==> src/rtl/spi_flash_emu_pkg.sv <==
// Shared constants for the SPI flash emulator: fetch FSM encodings,
// address/counter widths and the byte-lane select helper.
package spi_flash_emu_pkg;

  localparam int EMU_AW = 22;
  localparam int EMU_CW = 16;
  localparam int LANE_W = 2;

  localparam logic [0:0] EMU_IDLE = 1'b0;
  localparam logic [0:0] EMU_REQ  = 1'b1;

  // Lane 0 selects the least significant byte of the word.
  function automatic logic [7:0] lane_byte(
    input logic [31:0]       w,
    input logic [LANE_W-1:0] lane
  );
    return w[{lane, 3'b000} +: 8];
  endfunction

endpackage

==> src/rtl/spi_flash_emu_if.sv <==
// Backing-memory read bus: req held until a 1-cycle ack that
// carries rdata. master = requester, slave = memory.
interface spi_flash_emu_if
  import spi_flash_emu_pkg::*;
#(
  parameter int AW = EMU_AW
);

  logic          mem_req;
  logic [AW-1:0] mem_addr;
  logic          mem_ack;
  logic [31:0]   mem_rdata;

  modport master (
    output mem_req,
    output mem_addr,
    input  mem_ack,
    input  mem_rdata
  );

  modport slave (
    input  mem_req,
    input  mem_addr,
    output mem_ack,
    output mem_rdata
  );

endinterface

==> src/rtl/spi_byte_shifter.sv <==
// 8-bit load/shift register driving SO MSB-first.
// Ports: clk, reset, clear (forces idle 8'hFF), load, shift, din, so_out.
module spi_byte_shifter (
  input  logic       clk,
  input  logic       reset,
  input  logic       clear,
  input  logic       load,
  input  logic       shift,
  input  logic [7:0] din,
  output logic       so_out
);

  logic [7:0] sreg;
  logic [7:0] sreg_nxt;

  // clear beats load, load beats shift; shifting fills with 1s
  always_comb begin
    sreg_nxt = sreg;
    priority case (1'b1)
      clear:   sreg_nxt = 8'hFF;
      load:    sreg_nxt = din;
      shift:   sreg_nxt = {sreg[6:0], 1'b1};
      default: sreg_nxt = sreg;
    endcase
  end

  // so_out tracks the next MSB so it is visible one clock after load/shift
  always_ff @(posedge clk) begin
    if (reset) begin
      sreg   <= 8'hFF;
      so_out <= 1'b1;
    end else begin
      sreg   <= sreg_nxt;
      so_out <= sreg_nxt[7];
    end
  end

endmodule

==> src/rtl/spi_flash_emu.sv <==
// Fetches the tracked flash word on address change and substitutes SO.
// Ports: clk, reset, enable, addr_hi/addr_lo/addr_changed/load/shift
// from the sniffer, mem (memory read bus), so_out, underrun, underrun_cnt.
module spi_flash_emu
  import spi_flash_emu_pkg::*;
#(
  parameter int MEM_AW = EMU_AW,
  parameter int UCNT_W = EMU_CW
) (
  input  logic                clk,
  input  logic                reset,
  input  logic                enable,
  input  logic [MEM_AW-1:0]   addr_hi,
  input  logic [LANE_W-1:0]   addr_lo,
  input  logic                addr_changed,
  input  logic                load,
  input  logic                shift,
  spi_flash_emu_if.master     mem,
  output logic                so_out,
  output logic                underrun,
  output logic [UCNT_W-1:0]   underrun_cnt
);

  logic [0:0]        state;
  logic              req_q;
  logic [MEM_AW-1:0] addr_q;
  logic [31:0]       word;
  logic [MEM_AW-1:0] word_addr;
  logic              word_valid;
  logic              refetch;
  logic              hit;
  logic              miss;
  logic [7:0]        byte_sel;

  assign mem.mem_req  = req_q;
  assign mem.mem_addr = addr_q;

  assign hit      = word_valid && (word_addr == addr_hi);
  assign miss     = enable && load && !hit;
  assign byte_sel = hit ? lane_byte(word, addr_lo) : 8'hFF;

  always_ff @(posedge clk) begin
    if (reset) begin
      state        <= EMU_IDLE;
      req_q        <= 1'b0;
      addr_q       <= '0;
      word         <= '0;
      word_addr    <= '0;
      word_valid   <= 1'b0;
      refetch      <= 1'b0;
      underrun     <= 1'b0;
      underrun_cnt <= '0;
    end else if (!enable) begin
      // abandon any outstanding request; a late ack lands in IDLE
      state      <= EMU_IDLE;
      req_q      <= 1'b0;
      word_valid <= 1'b0;
      refetch    <= 1'b0;
      underrun   <= 1'b0;
    end else begin
      underrun <= miss;
      if (miss && (underrun_cnt != '1))
        underrun_cnt <= underrun_cnt + 1'b1;

      unique case (state)
        EMU_IDLE: begin
          if (addr_changed) begin
            state      <= EMU_REQ;
            req_q      <= 1'b1;
            addr_q     <= addr_hi;
            word_valid <= 1'b0;
          end
        end
        EMU_REQ: begin
          if (mem.mem_ack) begin
            if (refetch || addr_changed) begin
              // stale data: reissue for the current address, req stays high
              addr_q  <= addr_hi;
              refetch <= 1'b0;
            end else begin
              word       <= mem.mem_rdata;
              word_addr  <= addr_q;
              word_valid <= 1'b1;
              req_q      <= 1'b0;
              state      <= EMU_IDLE;
            end
          end else if (addr_changed) begin
            refetch    <= 1'b1;
            word_valid <= 1'b0;
          end
        end
        default: begin
          state <= EMU_IDLE;
          req_q <= 1'b0;
        end
      endcase
    end
  end

  spi_byte_shifter u_shifter (
    .clk    (clk),
    .reset  (reset),
    .clear  (!enable),
    .load   (load && enable),
    .shift  (shift),
    .din    (byte_sel),
    .so_out (so_out)
  );

endmodule

==> src/flat_wrapper.sv <==
// flat-port wrapper written by rule: the top's interface ports become plain ports
module spi_flash_emu_flat import spi_flash_emu_pkg::*;
#(
  parameter int MEM_AW = EMU_AW,
  parameter int UCNT_W = EMU_CW
)
  (clk, reset, enable, addr_hi, addr_lo, addr_changed, load, shift, so_out, underrun, underrun_cnt, mem_mem_req, mem_mem_addr, mem_mem_ack, mem_mem_rdata);
  spi_flash_emu_if mem_i ();
  input  logic clk;
  input  logic reset;
  input  logic enable;
  input  logic [MEM_AW-1:0] addr_hi;
  input  logic [LANE_W-1:0] addr_lo;
  input  logic addr_changed;
  input  logic load;
  input  logic shift;
  output logic so_out;
  output logic underrun;
  output logic [UCNT_W-1:0] underrun_cnt;
  output wire logic [$bits(mem_i.mem_req)-1:0] mem_mem_req;
  output wire logic [$bits(mem_i.mem_addr)-1:0] mem_mem_addr;
  input wire logic [$bits(mem_i.mem_ack)-1:0] mem_mem_ack;
  input wire logic [$bits(mem_i.mem_rdata)-1:0] mem_mem_rdata;
  assign mem_mem_req = mem_i.mem_req;
  assign mem_mem_addr = mem_i.mem_addr;
  assign mem_i.mem_ack = mem_mem_ack;
  assign mem_i.mem_rdata = mem_mem_rdata;
  spi_flash_emu #(.MEM_AW(MEM_AW), .UCNT_W(UCNT_W)) u_core (.clk(clk), .reset(reset), .enable(enable), .addr_hi(addr_hi), .addr_lo(addr_lo), .addr_changed(addr_changed), .load(load), .shift(shift), .mem(mem_i), .so_out(so_out), .underrun(underrun), .underrun_cnt(underrun_cnt));
endmodule
==> config.mk <==
export PLATFORM = sky130hd
export DESIGN_NAME = spi_flash_emu_flat
export DESIGN_NICKNAME = d
export VERILOG_FILES = /design/src/rtl/spi_flash_emu_pkg.sv /design/src/rtl/spi_flash_emu_if.sv /design/src/rtl/spi_byte_shifter.sv /design/src/rtl/spi_flash_emu.sv /design/src/flat_wrapper.sv
export SDC_FILE = /design/constraint.sdc
export NUM_CORES = 1
export LEC_CHECK = 0
export BUFFER_PORTS_ARGS = -buffer_cell sky130_fd_sc_hd__buf_2
export CAP_MARGIN = 20
export CORE_MARGIN = 3
export CORE_UTILIZATION = 35
export DETAILED_ROUTE_END_ITERATION = 10
export MAX_ROUTING_LAYER = met4
export PLACE_DENSITY = 0.58
export SETUP_SLACK_MARGIN = 0.3
export SLEW_MARGIN = 40
export SYNTH_ARGS = -nofsm -noshare
export SYNTH_HDL_FRONTEND = slang
export SYNTH_HIERARCHICAL = 1
export SYNTH_SLANG_ARGS = --single-unit
==> constraint.sdc <==
create_clock -name clk -period 3.1 [get_ports clk]
set_clock_uncertainty 0.05 [all_clocks]
set_input_delay 0.155 -clock clk [delete_from_list [all_inputs] [get_ports clk]]
set_output_delay 0.155 -clock clk [all_outputs]
set_load 0.01 [all_outputs]
==> impl_results.md <==
- Maximum net fanout on the critical path: 10
- Count of standard-cell rows: 40
- GPL Wtd Cong: 0.810
- Via count of the routed design: 3978
- Clock latency at the later pin of the worst-skew pair: 0.34 ns
- Result of the run: finished clean
- Clock Path Buffers: 2
- Ratio of final minimum period to clock period: 77.2%
- Worst hold path type: in -> reg
- Worst Path Required: 3.25 ns
- GR Overflow Total: 0
- Multiplexer share of the synthesized area: 11.4%
- CTS tree: done
- Inst Count DP: 766
- Root buffer selected by CTS: clkbuf_16
- Max Cap Violations: 0
- Floorplan core area: 12300 um2
- Clk pin slew, worst setup/hold paths: 0.07 ns
- Post-synth top flop: dfxtp_1
- Min-Delay Startpoint: mem_mem_rdata[2]
- Initial DRC count: 152
- Worst reg2reg startpoint: u_core/word_addr[21]$_SDFFE_PP0P_
- Remaining antenna violation count: 0
- #FFs+latches synth: 105
- Yosys synthesis warning count: 6
- Critical path class: reg -> reg
- Final-report hold violation count: 0
- Post-synthesis area per instance: 8.70 um2
- Number of design rule violations left after detail routing: 0
- Via count of the first global-routing pass: 3893
- Post-synthesis instance total: 521
- DRT Wirelength: 11800 um
- Synth Area in Compound Gates: 11.7%
- Synth-to-layout area growth: 25.0%
- FMAX: 0.418 GHz
- Reg2Reg Setup Slack: 0.71 ns
- Number of top-level design ports: 104
- Number of cells traversed by the worst register-to-register path: 6
- Worst hold slack: 0.0136 ns
- Antenna violations before repair: 0
- Wire length of the first global-routing pass: 18900 um
- Post-Synthesis Cell Area: 4530 um2
- Total nets after synthesis: 585
- Floorplan die width: 120 um
- Final-layout setup total negative slack: 0 ns
- Worst hold path stage count: 3
- H-tree levels: 3
- Critical Path End Type: flop
- Proportion of register bits with asynchronous set or reset after synthesis: 0%
- Post-layout min period: 2.39 ns
- Area share of fa/ha/maj cells after synthesis: 0.276%
- Worst vdd ir: 272 uV
- Nature of the critical path startpoint: flop
- Power after layout: 2.81 mW
- Instance area after placement: 5180 um2
- Post-synthesis xor/xnor area fraction: 4.25%
- Sequential cell area fraction in the yosys report: 46.4%
- Effective utilization at floorplan: 36.8%
- Die H: 120 um
- Placed wire-length estimate after detailed placement: 8230 um
- Detail-routed net length per standard cell: 14.7 um
- Most frequent standard cell in the layout excluding fill and tap cells: nand2_1
- Number of distinct standard cells referenced by the synthesized netlist: 46
- Number of detailed-route iterations in the first pass: 4
- Hold endpoint: u_core/word[2]$_SDFFE_PP0P_
- Number of standard cells in the layout, taps in and fillers out: 800
- Simple-gate portion of the synthesized area: 22.7%
- Overall routing resource usage: 16.9%
- Source of the critical timing path: u_core/word_addr[21]$_SDFFE_PP0P_
- Fraction of final layout cells sized beyond drive strength 1: 21.7%
- Worst endpoint data arrival time: 2.54 ns
- Final setup viols: 0
- Worst flop-to-flop path endpoint: u_core/u_shifter/sreg[1]$_SDFFE_PP1P_
- RSZ-0062 raised after global routing: false
- TritonCTS buffer count: 9
- Max transition margin: 46.2%
- Worst-margin pin slew: 0.801 ns
- Number of nets at the end of the flow: 690
- Number of enable-type register cells in the synthesized netlist: 0
- Port-buffer cells: 103
- Post-Place Worst Slack: 0.701 ns
- Most frequent cells in the layout: nand2_1, dfxtp_1, buf_2, a21oi_1, nor2_1
- Leakage component of the power: 2.28 nW
- Fin worst setup slack: 0.708 ns
- Dominant combinational cell family by area after synthesis: simple AND/OR/NAND/NOR gates
- Post-route cell area: 5670 um2
- Full die area: 14400 um2
- Vias/cell: 4.97
- Largest net degree at the start of global routing: 56
- Power density relative to cell area: 496 nW/um2
- Max-slew violation count: 0
- Clock sink total: 105
- Layout Utilization: 46.0%
## where the power goes
part           internal [mW]  switching (mW)
sequential              1.37          0.0150
clock                  0.709           0.497
combinational         0.0989           0.119
total                   2.18           0.632
## cells by family after synthesis
| family | after synthesis |
|---|---|
| AND/OR/NAND/NOR | 222 |
| flip-flops | 105 |
| AO/OA/AOI/OAI | 93 |
| multiplexers | 41 |
| buffers and inverters | 37 |
| XOR/XNOR | 22 |
| adder cells (fa/ha/maj) | 1 |
## worst max-delay path by stage
stage | to | slack (ns) | depth (start not counted)
after floorplan | u_core/u_shifter/sreg[0]$_SDFFE_PP1P_ | 0.92 | 8
after global placement | u_core/u_shifter/sreg[0]$_SDFFE_PP1P_ | 0.74 | 7
after detailed placement | u_core/u_shifter/sreg[1]$_SDFFE_PP1P_ | 0.70 | 6
after CTS | u_core/u_shifter/sreg[1]$_SDFFE_PP1P_ | 0.70 | 6
after global routing | u_core/u_shifter/sreg[0]$_SDFFE_PP1P_ | 0.55 | 7
final | u_core/u_shifter/sreg[1]$_SDFFE_PP1P_ | 0.71 | 6
## registers in the layout (all words and copies together) (netlist names)
signal and count:
u_core/mem.mem_req 1, u_core/underrun 1, u_core/u_shifter/sreg 8, u_core/word 32
u_core/word_addr 22, u_core/underrun_cnt 16, u_core/mem.mem_addr 22, u_core/state 1
u_core/word_valid 1, u_core/refetch 1
## cells in the mapped netlist, types with 4 or more instances
library cell | instances | area share, %
nand2_1 | 124 | 10
dfxtp_1 | 105 | 46
a21oi_1 | 68 | 7.5
nor2_1 | 32 | 2.6
mux2i_1 | 29 | 6.4
clkbuf_1 | 27 | 2.2
xor2_1 | 14 | 2.7
nor4_1 | 9 | 1.2
or2_1 | 9 | 1.2
mux4_2 | 8 | 4.0
or4_1 | 8 | 1.3
xnor2_1 | 8 | 1.5
a2bb2oi_1 | 7 | 1.4
nand3_1 | 7 | 0.77
nor2b_1 | 6 | 0.83
nor3_1 | 6 | 0.66
o31ai_1 | 6 | 0.99
o21ai_1 | 5 | 0.55
inv_1 | 4 | 0.33
nand4_1 | 4 | 0.55
## worst max-delay path, cell delays in order (launching register included)
cell	delay [ns]
dfxtp_1	0.32
xor2_1	0.17
or4_1	0.50
nand4bb_1	0.18
or4_1	0.59
or2_1	0.29
a2bb2oi_1	0.15
## routing by layer
layer,track usage (%),up-vias,share of wire [%]
met3,4.15,16,4.6
li1,-,2011,-
met5,-,-,0
met2,26.6,90,48
met1,21.0,1861,45
met4,6.59,0,2.0
## layout make-up
class | instances | area (um2)
inverter | 4 | 15.0
antenna | 1 | 2.50
clock buffer | 11 | 233
sequential | 105 | 2100
clock inverter | 5 | 78.8
timing repair buffer | 127 | 738
tap | 168 | 210
fill | 1236 | 6650
multi-input combinational | 379 | 2290
## timing repair
| action | CTS | global route |
|---|---|---|
| hold buffers | 17 | 0 |
| resized for setup | 0 | 0 |
| endpoints found under the hold margin | 17 | 0 |
| setup endpoints to repair | 0 | 0 |
| buffers inserted | 0 | 0 |
Note: power is estimated with default switching activity, not from simulation.
